## config.mk

```make
export PLATFORM = sky130hd
export DESIGN_NAME = mul_pipe_tail
export DESIGN_NICKNAME = d
export VERILOG_FILES = /design/src/rtl/mul_pipe_tail.sv
export SDC_FILE = /design/constraint.sdc
export NUM_CORES = 1
export LEC_CHECK = 0
export CAP_MARGIN = 20
export CORE_ASPECT_RATIO = 0.75
export CORE_MARGIN = 3
export CORE_UTILIZATION = 30
export DETAILED_ROUTE_END_ITERATION = 16
export GPL_ROUTABILITY_DRIVEN = 1
export GPL_TIMING_DRIVEN = 1
export HOLD_SLACK_MARGIN = 0.12
export PLACE_DENSITY_LB_ADDON = 0.05
export SYNTH_ARGS = -nofsm -noshare
export SYNTH_HDL_FRONTEND = slang
export SYNTH_SLANG_ARGS = --single-unit
```

## constraint.sdc

```tcl
create_clock -name clk -period 4.1 [get_ports clk]
set_clock_uncertainty 0.15 [all_clocks]
set_input_delay 0.82 -clock clk [delete_from_list [all_inputs] [get_ports clk]]
set_output_delay 0.82 -clock clk [all_outputs]
set_load 0.03 [all_outputs]
```

## src/rtl/mul_pipe_tail.sv

```systemverilog
// Back half of the multiply pipeline: carries M1 results through DEPTH registered
// stages to writeback, with stall/flush and a combinational hazard check for decode.

`ifndef REG_ADDR
`define REG_ADDR 4:0
`endif
`ifndef REG_SIZE
`define REG_SIZE 31:0
`endif

module mul_pipe_tail #(
    parameter int DEPTH = 4
) (
    input  logic             clk,
    input  logic             rst_n,
    input  logic             stall,
    input  logic             flush,
    input  logic             in_regwrite,
    input  logic [`REG_ADDR] in_dst_reg,
    input  logic [`REG_SIZE] in_result,
    input  logic             in_zero,
    input  logic             in_overflow,
    input  logic [`REG_ADDR] query_ra,
    input  logic [`REG_ADDR] query_rb,
    output logic             hazard_a,
    output logic             hazard_b,
    output logic             out_regwrite,
    output logic [`REG_ADDR] out_dst_reg,
    output logic [`REG_SIZE] out_result,
    output logic             out_zero,
    output logic             out_overflow,
    output logic [3:0]       inflight,
    output logic             busy
);

    // Index 0 is the first stage after M1, index DEPTH-1 drives the out_* ports.
    logic [DEPTH-1:0] v_q, v_d;
    logic [`REG_ADDR] dst_q [DEPTH];
    logic [`REG_ADDR] dst_d [DEPTH];
    logic [`REG_SIZE] res_q [DEPTH];
    logic [`REG_SIZE] res_d [DEPTH];
    logic [DEPTH-1:0] z_q, z_d;
    logic [DEPTH-1:0] ov_q, ov_d;
    logic [3:0]       inflight_q, inflight_d;

    logic             advance;
    logic [`REG_ADDR] head_dst;
    logic [`REG_SIZE] head_res;
    logic             head_z;
    logic             head_ov;

    assign advance = !stall && !flush;

    // Bubbles enter with all data fields zeroed so nothing stale rides behind v=0.
    assign head_dst = in_regwrite ? in_dst_reg  : '0;
    assign head_res = in_regwrite ? in_result   : '0;
    assign head_z   = in_regwrite & in_zero;
    assign head_ov  = in_regwrite & in_overflow;

    always_comb begin
        v_d  = v_q;
        z_d  = z_q;
        ov_d = ov_q;
        for (int i = 0; i < DEPTH; i++) begin
            dst_d[i] = dst_q[i];
            res_d[i] = res_q[i];
        end
        if (flush) begin
            v_d  = '0;
            z_d  = '0;
            ov_d = '0;
            for (int i = 0; i < DEPTH; i++) begin
                dst_d[i] = '0;
                res_d[i] = '0;
            end
        end else if (advance) begin
            v_d  = {v_q[DEPTH-2:0],  in_regwrite};
            z_d  = {z_q[DEPTH-2:0],  head_z};
            ov_d = {ov_q[DEPTH-2:0], head_ov};
            dst_d[0] = head_dst;
            res_d[0] = head_res;
            for (int i = 1; i < DEPTH; i++) begin
                dst_d[i] = dst_q[i-1];
                res_d[i] = res_q[i-1];
            end
        end
    end

    always_comb begin
        inflight_d = inflight_q;
        if (flush) begin
            inflight_d = '0;
        end else if (advance) begin
            inflight_d = inflight_q + {3'b000, in_regwrite} - {3'b000, v_q[DEPTH-1]};
        end
    end

    always_ff @(posedge clk or negedge rst_n) begin
        if (!rst_n) begin
            v_q        <= '0;
            z_q        <= '0;
            ov_q       <= '0;
            inflight_q <= '0;
            for (int i = 0; i < DEPTH; i++) begin
                dst_q[i] <= '0;
                res_q[i] <= '0;
            end
        end else begin
            v_q        <= v_d;
            z_q        <= z_d;
            ov_q       <= ov_d;
            inflight_q <= inflight_d;
            for (int i = 0; i < DEPTH; i++) begin
                dst_q[i] <= dst_d[i];
                res_q[i] <= res_d[i];
            end
        end
    end

    // Per-stage match vectors; the out stage is included because writeback is still pending.
    logic [DEPTH-1:0] match_a;
    logic [DEPTH-1:0] match_b;

    genvar gi;
    generate
        for (gi = 0; gi < DEPTH; gi++) begin : g_match
            assign match_a[gi] = v_q[gi] && (dst_q[gi] == query_ra);
            assign match_b[gi] = v_q[gi] && (dst_q[gi] == query_rb);
        end
    endgenerate

    logic in_hit_a;
    logic in_hit_b;

    assign in_hit_a = in_regwrite && (in_dst_reg == query_ra);
    assign in_hit_b = in_regwrite && (in_dst_reg == query_rb);

    // r0 is hardwired, so a query of 0 can never depend on an in-flight write.
    assign hazard_a = (query_ra != '0) && ((|match_a) || in_hit_a);
    assign hazard_b = (query_rb != '0) && ((|match_b) || in_hit_b);

    assign out_regwrite = v_q[DEPTH-1];
    assign out_dst_reg  = dst_q[DEPTH-1];
    assign out_result   = res_q[DEPTH-1];
    assign out_zero     = z_q[DEPTH-1];
    assign out_overflow = ov_q[DEPTH-1];
    assign inflight     = inflight_q;
    assign busy         = (inflight_q != '0);

`ifndef SYNTHESIS
    a_inflight_matches_valids : assert property (
        @(posedge clk) disable iff (!rst_n)
        int'(inflight_q) == $countones(v_q)
    );
`endif

endmodule

```

==> flow_summary.yaml <==
timing:
  rsz0062_at_grt: "no"
  period_minus_slack_ns: 4.023
  holdWs_ns: 0.3381
  min_period_over_period_pct: 98.12
  maxSlewHeadroom_pct: 36.05
  setup_violations: 0
  worst_pin_slew_ns: 0.9592
  hold_viol: 0
  fmax_mhz: 248.6
  maxSlewViolCount: 0
  tns_ns: 0
finish:
  final_util_pct: 37.20
  largest_register_ffs: 96
  regMostFlops: "res_q"
  areaGrowthSynthToFinish_pct: 20.68
  layout_common_cells: "dfrtp_1 (164), nor2_1 (124), mux2i_1 (122)"
  final_common_cell: "dfrtp_1"
  num_antenna_cells: 0
  drive_gt1_share_pct: 6.096
  instances_no_fill: 1020
  fin_nets: 736
routing:
  wl_met2_mm: 7.606
  firstDrtPassIters: 4
  drt-met1-wl_mm: 8.815
  top_layer_used: "met4"
  antenna_left: 0
  via_count: 4670
  wl_met3_um: 900
  drc_errors: 0
  totalWireLength_mm: 17.59
  avgRoutedWirePerCell_um: 17.25
  vias_per_cell: 4.578
  drt_iter0_drc: 249
placement:
  portBuffers: 100
  place.gp.congestion: 0.8332
  dp_hpwl_mm: 11.15
  place_inst: 988
worst_setup_path:
  max_stage_delay_ns: 0.68
  cp.arrival_ns: 3.05
  end_kind: "output port"
  required_ns: 3.13
  critical_path.startpoint: "query_rb[2]"
  slowest_stage: "clkdlybuf4s50_1"
  crit_buf_inv: 2
  r2r_start: "v_q[3]"
  crit_chain: "clkdlybuf4s50_1, xor2_1, nor4_1, nand3_1, nand3_1, o22a_1, clkdlybuf4s50_1"
  worstSetupPathType: "primary input to output port"
  cp_max_fo: 6
  critPathLaunchType: "primary input"
  crit_family: "buffers and inverters"
clocking:
  clk_path_buf_depth: 2
  cts-root-buf: "clkbuf_16"
  numCtsBuffers: 17
  cts_resized: 0
  htree_levels: 4
  cts_tree: "yes"
  clk_latency_ns: 0.42
  post_cts_buffers: 0
  cts_hold_buf: 0
  clkTransAtPathRegs_ns: 0.06
  cts_sinks: 164
pwr:
  vdd.ir_drop.worst_mv: 0.2689
  power.total_mw: 3.648
  leakagePower_nw: 4.422
  power_density_nw_per_um2: 403.8
yosys:
  ys_seq_area_share_pct: 54.83
  synth.distinct_cells: 23
  synth-seq-cells: 164
  post_synth_instance_area_sq_um: 7485
  synth_fp_nets: 692
  yosys_warnings: 0
  synthCells: 632
  avgSynthCellArea_sq_um: 11.84
global_routing:
  grt_max_degree: 102
  grt_usage_pct: 13.60
  antenna_found_initial: 0
  grt_overflow_total: 0
  grt_pass1_wl_mm: 28.41
  first_global_vias: 4837
run:
  drv_cap: 0
floorplan:
  die_area_sq_um: 26900
  fp.coreArea_sq_um: 24280
  die_height_um: 142.8
  io_pins: 101
  fp-row-count: 49
  dieWidth_um: 188.4
  start_util_pct: 30.83
hold_path:
  holdCritPathClass: "primary input to asynchronous set/reset pin"
run_status:
  outcome: "complete, no violations"
[logic make-up (layout without fill, tap and decap cells)]
family / after synthesis / in the layout / synth area share (%)
buffers and inverters: 89 / 146 / 7.924
adders and majority gates: 6 / 6 / 1.103
and+or+nand+nor: 153 / 153 / 8.475
xor gates and xnor gates: 52 / 52 / 6.085
muxes: 122 / 122 / 16.32
AOI/OAI and AO/OA: 46 / 46 / 5.266
DFF: 164 / 164 / 54.83
[worst register-to-register path, delay by kind of cell (launching register included)]
kind	cells	cell delay, ns
simple gates	1	0.05
buf+inv	1	0.04
fa+ha+maj	3	0.95
compound gates	1	0.23
xor+xnor	1	0.16
flops	1	0.50
[area by class of cell]
cell class | instances | area [sq um]
sequential | 164 | 4104
clock inverter | 8 | 122.6
tap | 331 | 414.1
multi-input combinational | 379 | 2801
fill | 2401 | 15250
inverter | 6 | 22.52
timing repair buffer | 108 | 1076
clock buffer | 24 | 491.7
[final timing paths]
kind,end,slack (ns),depth (start not counted)
worst max register to register,inflight[2],1.91,7
worst max-delay path,hazard_b,0.08,7
min in group clk,res_q[116],0.35,1
worst min-delay path,dst_q[13],0.34,1
max in group asynchronous,inflight[0],2.52,2
worst min register to register,res_q[116],0.35,1
[power by group]
part           internal (mW)  switching (mW)  total, mW  leakage, nW
combinational          0.137           0.185      0.322         1.86
clock                   1.02           0.631       1.65        0.292
sequential              1.65          0.0230       1.67         2.27
total                   2.81           0.839       3.65         4.42
[layer usage]
metal	GRT usage (%)	vias to the layer above
met5	0	-
met4	4.505	0
met3	4.123	22
met2	19.52	92
met1	19.62	2363
li1	-	2193
[through the flow]
stage,worst slack (ns),instance area [sq um]
floorplan,1.310,7485
global placement,0.1844,8416
detailed placement,0.04574,8416
CTS,0.03490,9030
global route,0.002194,9032
finish,0.07713,9032
[cells in the mapped netlist, drive strengths merged]
library cell  instances  area, sq um
ha                    5        62.56
a21o                  2        15.01
nor2b                 1        6.260
mux2i               122         1221
dfrtp               164         4104
nor4                 10        62.56
nand3                13        65.06
inv                   6        22.52
xnor2                10        87.58
a22o                 39        341.6
a21oi                 1        5.000
nand2                 2        7.510
o22a                  2        17.52
nor3b                 1        12.51
clkbuf                7        26.28
fa                    1        20.02
nor2                124        465.5
buf                  76        544.3
xor2                 42        367.9
or4                   2        15.01
a211oi                2        15.01
(Power assumes the default switching activity.)
